`config.mk`:
```
export PLATFORM = sky130hd
export DESIGN_NAME = gray_sequence_monitor_flat
export DESIGN_NICKNAME = d
export VERILOG_FILES = /design/src/rtl/gray_sequence_monitor_if.sv /design/src/rtl/gray_sequence_monitor.sv /design/src/flat_wrapper.sv
export SDC_FILE = /design/constraint.sdc
export NUM_CORES = 1
export LEC_CHECK = 0
export ABC_AREA = 1
export CAP_MARGIN = 20
export CORE_ASPECT_RATIO = 0.7
export CORE_MARGIN = 1.5
export CORE_UTILIZATION = 55
export CTS_CLUSTER_SIZE = 28
export DETAILED_ROUTE_END_ITERATION = 10
export PLACE_DENSITY = 0.89
export SETUP_SLACK_MARGIN = 0.2
export SLEW_MARGIN = 0
export SYNTH_ARGS = -nofsm -noshare
export SYNTH_HDL_FRONTEND = slang
export SYNTH_SLANG_ARGS = --single-unit
export TNS_END_PERCENT = 30
```
`constraint.sdc`:
```
create_clock -name clk -period 3.5 [get_ports clk]
set_input_delay 0.7 -clock clk [delete_from_list [all_inputs] [get_ports clk]]
set_output_delay 0.7 -clock clk [all_outputs]
set_load 0.005 [all_outputs]
```
`src/rtl/gray_sequence_monitor_if.sv`:
```
// Sample/status bundle between a Gray-code source and the sequence monitor.
interface gray_sequence_monitor_if #(
  parameter int WIDTH         = 4,
  parameter int ERR_CNT_WIDTH = 8
);
  logic                     sample_valid;
  logic [WIDTH-1:0]         gray_in;
  logic                     clear_err;
  logic [WIDTH-1:0]         binary_out;
  logic                     step_up;
  logic                     step_down;
  logic                     hold;
  logic                     bit_error;
  logic                     locked;
  logic [ERR_CNT_WIDTH-1:0] err_count;

  modport master (
    output sample_valid, gray_in, clear_err,
    input  binary_out, step_up, step_down, hold, bit_error, locked, err_count
  );

  modport slave (
    input  sample_valid, gray_in, clear_err,
    output binary_out, step_up, step_down, hold, bit_error, locked, err_count
  );
endinterface

```
`src/rtl/gray_sequence_monitor.sv`:
```
// Gray-code sequence monitor: decodes each sample, classifies it against the
// previous value (+1 / -1 / hold / illegal) and tracks link lock.
//
// state   | meaning
// --------+-----------------------------------------------------------
// IDLE    | no reference value yet; next sample is captured silently
// ACQUIRE | reference held, counting consecutive legal steps
// LOCKED  | LOCK_COUNT consecutive steps seen; any illegal jump drops lock
module gray_sequence_monitor #(
  parameter int WIDTH         = 4,
  parameter int LOCK_COUNT    = 4,
  parameter int ERR_CNT_WIDTH = 8
) (
  input  logic                   clk,
  input  logic                   rst_n,
  gray_sequence_monitor_if.slave bus
);

  localparam int RUN_W = $clog2(LOCK_COUNT + 1);
  localparam logic [RUN_W-1:0]         LOCK_RUN = RUN_W'(LOCK_COUNT);
  localparam logic [ERR_CNT_WIDTH-1:0] ERR_MAX  = '1;

  typedef enum logic [1:0] {IDLE, ACQUIRE, LOCKED} state_t;

  state_t                   state_q, state_d;
  logic [RUN_W-1:0]         run_q, run_d, run_inc;
  logic [WIDTH-1:0]         prev_q, prev_d, prev_inc, prev_dec;
  logic [WIDTH-1:0]         dec;
  logic                     is_up, is_down, is_hold, is_step;

  logic [WIDTH-1:0]         bin_q, bin_d;
  logic                     up_q, up_d;
  logic                     down_q, down_d;
  logic                     hold_q, hold_d;
  logic                     err_q, err_d;
  logic                     locked_q, locked_d;
  logic [ERR_CNT_WIDTH-1:0] cnt_q, cnt_d;

  // Gray to binary: each binary bit is the XOR of all Gray bits at or above it.
  always_comb begin
    dec = bus.gray_in;
    for (int i = WIDTH - 2; i >= 0; i--) begin
      dec[i] = dec[i+1] ^ bus.gray_in[i];
    end
  end

  assign prev_inc = prev_q + WIDTH'(1);
  assign prev_dec = prev_q - WIDTH'(1);
  assign is_up    = (dec == prev_inc);
  assign is_down  = (dec == prev_dec);
  assign is_hold  = (dec == prev_q);
  assign is_step  = is_up | is_down;
  assign run_inc  = run_q + RUN_W'(1);

  // State register plus all registered outputs.
  always_ff @(posedge clk or negedge rst_n) begin
    if (!rst_n) begin
      state_q  <= IDLE;
      run_q    <= '0;
      prev_q   <= '0;
      bin_q    <= '0;
      up_q     <= 1'b0;
      down_q   <= 1'b0;
      hold_q   <= 1'b0;
      err_q    <= 1'b0;
      locked_q <= 1'b0;
      cnt_q    <= '0;
    end else begin
      state_q  <= state_d;
      run_q    <= run_d;
      prev_q   <= prev_d;
      bin_q    <= bin_d;
      up_q     <= up_d;
      down_q   <= down_d;
      hold_q   <= hold_d;
      err_q    <= err_d;
      locked_q <= locked_d;
      cnt_q    <= cnt_d;
    end
  end

  // Next-state logic, including the run counter and reference value.
  always_comb begin
    state_d = state_q;
    run_d   = run_q;
    prev_d  = prev_q;
    unique case (state_q)
      IDLE: begin
        if (bus.sample_valid) begin
          prev_d  = dec;
          run_d   = '0;
          state_d = ACQUIRE;
        end
      end
      ACQUIRE: begin
        if (bus.sample_valid) begin
          if (is_step) begin
            prev_d = dec;
            run_d  = run_inc;
            if (run_inc == LOCK_RUN) state_d = LOCKED;
          end else if (!is_hold) begin
            // Resync to the new value so one glitch costs only one error.
            prev_d = dec;
            run_d  = '0;
          end
        end
      end
      LOCKED: begin
        if (bus.sample_valid) begin
          if (is_step) begin
            prev_d = dec;
          end else if (!is_hold) begin
            prev_d  = dec;
            run_d   = '0;
            state_d = ACQUIRE;
          end
        end
      end
      default: state_d = IDLE;
    endcase
  end

  // Next values of the registered outputs.
  always_comb begin
    logic classify;
    classify = bus.sample_valid && (state_q != IDLE);
    up_d     = classify && is_up;
    down_d   = classify && is_down;
    hold_d   = classify && is_hold;
    err_d    = classify && !(is_step || is_hold);
    bin_d    = bus.sample_valid ? dec : bin_q;
    locked_d = (state_d == LOCKED);
    // Clear has priority over a coincident error.
    if (bus.clear_err) begin
      cnt_d = '0;
    end else if (err_d && (cnt_q != ERR_MAX)) begin
      cnt_d = cnt_q + ERR_CNT_WIDTH'(1);
    end else begin
      cnt_d = cnt_q;
    end
  end

  assign bus.binary_out = bin_q;
  assign bus.step_up    = up_q;
  assign bus.step_down  = down_q;
  assign bus.hold       = hold_q;
  assign bus.bit_error  = err_q;
  assign bus.locked     = locked_q;
  assign bus.err_count  = cnt_q;

endmodule

```
`src/flat_wrapper.sv`:
```
// flat-port wrapper written by rule: the top's interface ports become plain ports
module gray_sequence_monitor_flat 
#(
  parameter int WIDTH         = 4,
  parameter int LOCK_COUNT    = 4,
  parameter int ERR_CNT_WIDTH = 8
)
  (clk, rst_n, bus_sample_valid, bus_gray_in, bus_clear_err, bus_binary_out, bus_step_up, bus_step_down, bus_hold, bus_bit_error, bus_locked, bus_err_count);
  gray_sequence_monitor_if #(.WIDTH(WIDTH), .ERR_CNT_WIDTH(ERR_CNT_WIDTH)) bus_i ();
  input  logic clk;
  input  logic rst_n;
  input wire logic [$bits(bus_i.sample_valid)-1:0] bus_sample_valid;
  input wire logic [$bits(bus_i.gray_in)-1:0] bus_gray_in;
  input wire logic [$bits(bus_i.clear_err)-1:0] bus_clear_err;
  output wire logic [$bits(bus_i.binary_out)-1:0] bus_binary_out;
  output wire logic [$bits(bus_i.step_up)-1:0] bus_step_up;
  output wire logic [$bits(bus_i.step_down)-1:0] bus_step_down;
  output wire logic [$bits(bus_i.hold)-1:0] bus_hold;
  output wire logic [$bits(bus_i.bit_error)-1:0] bus_bit_error;
  output wire logic [$bits(bus_i.locked)-1:0] bus_locked;
  output wire logic [$bits(bus_i.err_count)-1:0] bus_err_count;
  assign bus_i.sample_valid = bus_sample_valid;
  assign bus_i.gray_in = bus_gray_in;
  assign bus_i.clear_err = bus_clear_err;
  assign bus_binary_out = bus_i.binary_out;
  assign bus_step_up = bus_i.step_up;
  assign bus_step_down = bus_i.step_down;
  assign bus_hold = bus_i.hold;
  assign bus_bit_error = bus_i.bit_error;
  assign bus_locked = bus_i.locked;
  assign bus_err_count = bus_i.err_count;
  gray_sequence_monitor #(.WIDTH(WIDTH), .LOCK_COUNT(LOCK_COUNT), .ERR_CNT_WIDTH(ERR_CNT_WIDTH)) u_core (.clk(clk), .rst_n(rst_n), .bus(bus_i));
endmodule
```
==> results.yml, run 1 <==
outcome:
  outcome: "finished clean"
global_route:
  grt_use_total: 0.237
  antenna_found_initial: 0
  busiest_layer: "met2"
  use_met2: 0.359
  grt_overflow: 0
  grt_pass1_vias: 1458
  grt_start_max_net_pins: 27
  grt_pass1_wl_mm: 6.50
  grtUsageMet1: 0.337
  grtUsageMet3: 0.0511
place:
  pre_cts_slack_ns: 0.549
  dp_cells: 298
  numPortBuffers: 24
  gp_congestion: 0.937
  dp_hpwl_mm: 2.84
yosys:
  avgSynthCellArea_sq_um: 7.22
  ys_top_cells_by_area: "dfrtp_1 (38%), nand2_1 (16%), nand3_1 (7.0%)"
  async_reset_ff_frac: 1.00
  netlist_instances: 239
  ys_top_cells_by_count: "nand2_1 (75), inv_1 (31), dfrtp_1 (26), nand3_1 (24), nor2_1 (20)"
  synth.top_cell.area_share: 0.377
  ys_seq_area_frac: 0.377
  mappedNetlistNets: 256
  synth-main-ff-cell: "dfrtp_1"
  synth_area_leader_cell: "dfrtp_1"
  syn_area_sq_mm: 0.00173
  synth_edf_count: 0
  synth.most_common_cell: "nand2_1"
  yosysWarnings: 0
  synth_cell_types: 21
  synth_seq_cells: 26
clock_tree:
  post_cts_buffers: 0
  hold_buffers: 0
  clock_latency_ns: 0.28
  cts_sinks: 26
  cts_tree: "yes"
  post_cts_resized: 0
  cts_made_buffers: 3
  clkTransAtPathRegs_ns: 0.09
  clockBufferDepth: 2
  htree_levels: 1
  root_buffer: "clkbuf_8"
die:
  start_util: 0.599
  dieArea_sq_mm: 0.00349
  core-area_sq_mm: 0.00288
  std_cell_rows: 16
  dieWidth_um: 69.9
  die_h_um: 49.9
  pin_count: 25
power:
  total_power_uw: 1260
  power_density_mw_per_mm2: 603
  swShare: 0.426
  leakagePower_uw: 0.00114
  intPower_uw: 722
  clock_power_share: 0.203
  max-vdd-ir-drop_mv: 0.427
  power_frac_comb: 0.470
  seq_power_share: 0.326
  p_switching_uw: 535
job:
  drv_cap: 0
routing:
  drt_iter0_drc: 243
  wirelength_mm: 3.83
  drt_pass1_iterations: 5
  dr_total_vias: 1647
  post_drt_wl_per_cell_um: 12.7
  drc: 0
  viasPerCell: 5.45
  postRouteAntennaNets: 0
sta:
  tns_ns: 0
  layout_setup_ws_ns: 0.808
  period_share: 0.769
  rsz0062_at_grt: "false"
  finClkSkew_ns: 0.00169
  hold_viol: 0
  maxSlewHeadroom: 0.637
  setup_viol: 0
  drv_slew: 0
  worst_slew_pin_slew_ns: 0.540
  fmax_ghz: 0.371
  period_needed_ns: 2.69
  hold_ws_ns: 0.502
layout:
  finalNonFillerCells: 302
  synthToLayoutAreaGrowth_pct: 20.7
  nets: 284
  num_antenna_cells: 0
  drive_gt1_frac: 0.0827
critical_path:
  required_ns: 3.67
  r2r_cells: 14
  arrival_ns: 2.87
  slowest_stage: "clkdlybuf4s50_1"
  critPathCaptureType: "flop"
  rr_endpoint: "u_core.bus.err_count[2]"
  startpoint_type: "primary input"
  ff2ff_setup_slack_ns: 1.17
  crit_chain: "clkdlybuf4s50_1 > inv_2 > nand2_2 > nand3_2 > nand2_1 > nand2_1 > nand3_2 > nand2_4 > nand2_2 > nand2_2 > nor3_4 > nand2_4 > nand3_1 > nand2_1"
  crit_fanout: 10
  critPathKind: "in -> reg"
  max_stage_delay_ns: 0.55
  reg2reg_from: "u_core.prev_q[0]"
min_path:
  whs_path_depth: 2
  worstHoldPathType: "reg -> reg"
  hp-start: "u_core.bus.binary_out[2]"
  hold_end: "u_core.bus.binary_out[2]"
registers in the layout, summed over array words and instances (netlist names):
register / flops
u_core.bus.err_count: 8
u_core.bus.binary_out: 4
u_core.prev_q: 4
u_core.run_q: 3
u_core.state_q: 2
u_core.bus.bit_error: 1
u_core.bus.hold: 1
u_core.bus.locked: 1
u_core.bus.step_down: 1
u_core.bus.step_up: 1
power groups by stage:
stage / sequential [uW] / combinational [uW] / clock (uW)
final: 410 / 591 / 255
after floorplan: 405 / 419 / 0
after global routing: 417 / 666 / 275
after detailed placement: 416 / 573 / 0
after CTS: 409 / 582 / 262
after global placement: 415 / 562 / 0
cell type report:
| type | count | area (sq um) |
|---|---|---|
| sequential | 26 | 651 |
| clock buffer | 3 | 41.3 |
| tap | 36 | 45.0 |
| clock inverter | 1 | 30.0 |
| multi-input combinational | 178 | 943 |
| timing repair buffer | 25 | 248 |
| inverter | 33 | 124 |
| fill | 247 | 801 |
logic make-up after synthesis:
group | Yosys count | synth area share
xor gates and xnor gates | 6 | 0.0305
buffers and inverters | 35 | 0.0761
adders and majority gates | 9 | 0.0653
AOI/OAI and AO/OA | 18 | 0.0551
and+or+nand+nor | 145 | 0.396
DFF | 26 | 0.377
routing by layer:
metal / share of wire / up-vias / wire (um)
li1: - / 825 / -
met1: 0.46 / 751 / 1770
met2: 0.45 / 61 / 1730
met3: 0.065 / 10 / 249
met4: 0.020 / 0 / 78
met5: 0 / - / 0
how the worst max path moves through the flow:
stage	cells past startpoint	start	end
finish	14	bus_gray_in[3]	u_core.bus.err_count[2]
floorplan	12	bus_gray_in[2]	u_core.bus.err_count[2]
detailed placement	14	bus_gray_in[3]	u_core.bus.err_count[6]
CTS	14	bus_gray_in[3]	u_core.bus.err_count[2]
global route	14	bus_gray_in[3]	u_core.bus.err_count[7]
global placement	14	bus_gray_in[3]	u_core.bus.err_count[6]
through the flow:
step / instance area [sq um] / utilization
after floorplan: 1730 / -
after global placement: 2010 / 0.697
after detailed placement: 2010 / 0.697
after CTS: 2080 / 0.722
after global routing: 2080 / 0.722
final: 2080 / 0.722
cell usage in the layout, fill, tap and decap left out, types with 9 or more instances in the layout:
cell              n
nand2_1          75
ha_1              9
clkdlybuf4s50_1  24
nor2_1           20
inv_1            31
nand3_1          24
nand4_1          10
o21ai_0           9
dfrtp_1          26
critical path: cells and delay by family:
family,cells,cell delay [ns]
buffers and inverters,2,0.64
and+or+nand+nor,12,1.51
(Power assumes the default switching activity.)
==> run 2: changes to the inputs <==
--- a/config.mk
+++ b/config.mk
@@ -9,10 +9,10 @@
 export CAP_MARGIN = 20
 export CORE_ASPECT_RATIO = 0.7
 export CORE_MARGIN = 1.5
-export CORE_UTILIZATION = 55
+export CORE_UTILIZATION = 49
 export CTS_CLUSTER_SIZE = 28
 export DETAILED_ROUTE_END_ITERATION = 10
-export PLACE_DENSITY = 0.89
+export PLACE_DENSITY = 0.84
 export SETUP_SLACK_MARGIN = 0.2
 export SLEW_MARGIN = 0
 export SYNTH_ARGS = -nofsm -noshare
==> constraint.sdc (replaced) <==
create_clock -name clk -period 2.4 [get_ports clk]
set_input_delay 0.48 -clock clk [delete_from_list [all_inputs] [get_ports clk]]
set_output_delay 0.48 -clock clk [all_outputs]
set_load 0.005 [all_outputs]
==> run 2 against run 1 <==
Sequential power grew 47%; critical path depth grew 1; combinational power rose by 64%; hold slack got worse by 0.0026 ns; cell count up 8.3%; die area is 12% higher; register-to-register slack worse by 0.77 ns; total power increased by 54%; highest routed layer unchanged.
==> results.yml, run 2 (synthesis results as in run 1) <==
sta:
  layout_setup_ws_ns: 0.397
  maxSlewHeadroom: 0.707
  setup_viol: 0
  hold_viol: 0
  fmax_ghz: 0.499
  period_share: 0.834
  tns_ns: 0
  finClkSkew_ns: 0.00414
  drv_slew: 0
  rsz0062_at_grt: "false"
  worst_slew_pin_slew_ns: 0.439
  period_needed_ns: 2.00
critical_path:
  required_ns: 2.61
  cp_top_family: "simple AND/OR/NAND/NOR gates"
  crit_fanout: 5
  rr_endpoint: "u_core.bus.locked"
  critPathCaptureType: "flop"
  path_buf_inv: 3
  slowest_stage: "dfrtp_1"
  startpoint_type: "flop"
  arrival_ns: 2.21
  reg2reg_from: "u_core.prev_q[1]"
  crit_chain: "inv_1 > ha_2 > nand2_1 > inv_1 > nor2_1 > nand2_1 > nand4_1 > nor2_1 > nand2_2 > nand2_2 > buf_4 > nand3_1 > a21oi_1 > nand2_1 > nor2_1"
  r2r_cells: 15
  max_stage_delay_ns: 0.44
  ff2ff_setup_slack_ns: 0.40
  critPathKind: "reg -> reg"
place:
  dp_hpwl_mm: 2.84
  numPortBuffers: 24
  dp_cells: 323
  pre_cts_slack_ns: -0.101
  gp_congestion: 0.878
  placed_area_sq_mm: 0.00213
layout:
  drive_gt1_frac: 0.164
  num_antenna_cells: 0
  largest_reg_flops: 8
  final_common_cell: "nand2_1"
  nets: 298
  final_area_sq_mm: 0.00223
  synthToLayoutAreaGrowth_pct: 29.2
  nFillCells: 279
  finalNonFillerCells: 327
  final_cell_mix: "nand2_1 (73), inv_1 (29), dfrtp_1 (25)"
global_route:
  grt_overflow: 0
  antenna_found_initial: 0
  grt_use_total: 0.206
  grt_start_max_net_pins: 27
  grt_pass1_wl_mm: 6.23
  grt_pass1_vias: 1469
clock_tree:
  cts_sinks: 26
  cts_tree: "yes"
  clock_latency_ns: 0.27
  clockBufferDepth: 2
  root_buffer: "clkbuf_8"
  htree_levels: 1
  cts_made_buffers: 3
  clkTransAtPathRegs_ns: 0.09
min_path:
  hold_end: "u_core.bus.binary_out[1]"
  whs_path_depth: 2
  worstHoldPathType: "reg -> reg"
  hp-start: "u_core.bus.binary_out[1]"
routing:
  drt_iter0_drc: 117
  dr_wl_met3_um: 179
  wirelength_mm: 3.59
  dr_total_vias: 1660
  post_drt_wl_per_cell_um: 11.0
  routed.top_layer: "met4"
  drt_pass1_iterations: 4
  drc: 0
  met1_length_mm: 1.86
  met2WireLength_mm: 1.53
  postRouteAntennaNets: 0
  viasPerCell: 5.08
die:
  std_cell_rows: 17
  die_h_um: 52.6
  dieWidth_um: 73.9
  pin_count: 25
  dieArea_sq_mm: 0.00389
  core-area_sq_mm: 0.00325
  start_util: 0.530
job:
  drv_cap: 0
power:
  max-vdd-ir-drop_mv: 0.435
  leakagePower_uw: 0.00123
  power_density_mw_per_mm2: 871
  total_power_uw: 1940
outcome:
  outcome: "finished clean"
run 2: changes by cell type in the layout (fill, tap and decap cells not counted), sizes merged:
| cell | before | now |
|---|---|---|
| dlymetal6s2s | 0 | 3 |
| clkdlybuf4s50 | 24 | 21 |
| buf | 1 | 15 |
run 2: layout make-up:
| type | instances | area [sq um] | area share |
|---|---|---|---|
| sequential | 26 | 652 | 0.293 |
| inverter | 33 | 124 | 0.0556 |
| tap | 47 | 58.8 | 0.0264 |
| clock inverter | 1 | 30.0 | 0.0135 |
| timing repair buffer | 39 | 360 | 0.162 |
| clock buffer | 3 | 41.3 | 0.0185 |
| multi-input combinational | 178 | 962 | 0.432 |
run 2: routing by layer:
layer  global-route usage  vias up
met4               0.0370        0
met3               0.0462        4
met2                0.336       48
met5                    0        -
met1                0.283      760
li1                     -      848
run 2: tightest hold or removal path, cell delays in order, from the launching register on:
cell and delay, ns:
dfrtp_1 0.35, nand2_1 0.05, o21ai_0 0.06
run 2: worst max-delay path by stage:
stage / from / endpoint / slack, ns / depth (start not counted)
after floorplan: u_core.prev_q[0] / u_core.bus.err_count[2] / 0.53 / 14
after global placement: bus_gray_in[3] / u_core.bus.err_count[4] / -0.04 / 14
after detailed placement: bus_gray_in[3] / u_core.bus.err_count[2] / -0.10 / 14
after CTS: bus_gray_in[3] / u_core.run_q[1] / 0.21 / 16
after global routing: u_core.prev_q[0] / u_core.bus.locked / 0.22 / 15
final: u_core.prev_q[1] / u_core.bus.locked / 0.40 / 15
run 2: per-stage QoR:
| step | hold WS [ns] | utilization |
|---|---|---|
| final | 0.499 | 0.685 |
| after global routing | 0.528 | 0.685 |
| after CTS | 0.504 | 0.677 |
| after detailed placement | 0.483 | 0.654 |
| after global placement | 0.465 | 0.654 |
| after floorplan | 0.184 | - |
run 2: power by group:
group          internal [uW]  switching (uW)  total (uW)
combinational            412             560         972
sequential               516            85.0         601
clock                    223             143         366
run 2: timing repair:
item / in CTS / in global routing
gates resized for setup: 1 / 12
hold buffers: 0 / 0
setup endpoints to repair: 4 / 18
setup buffers: 0 / 0
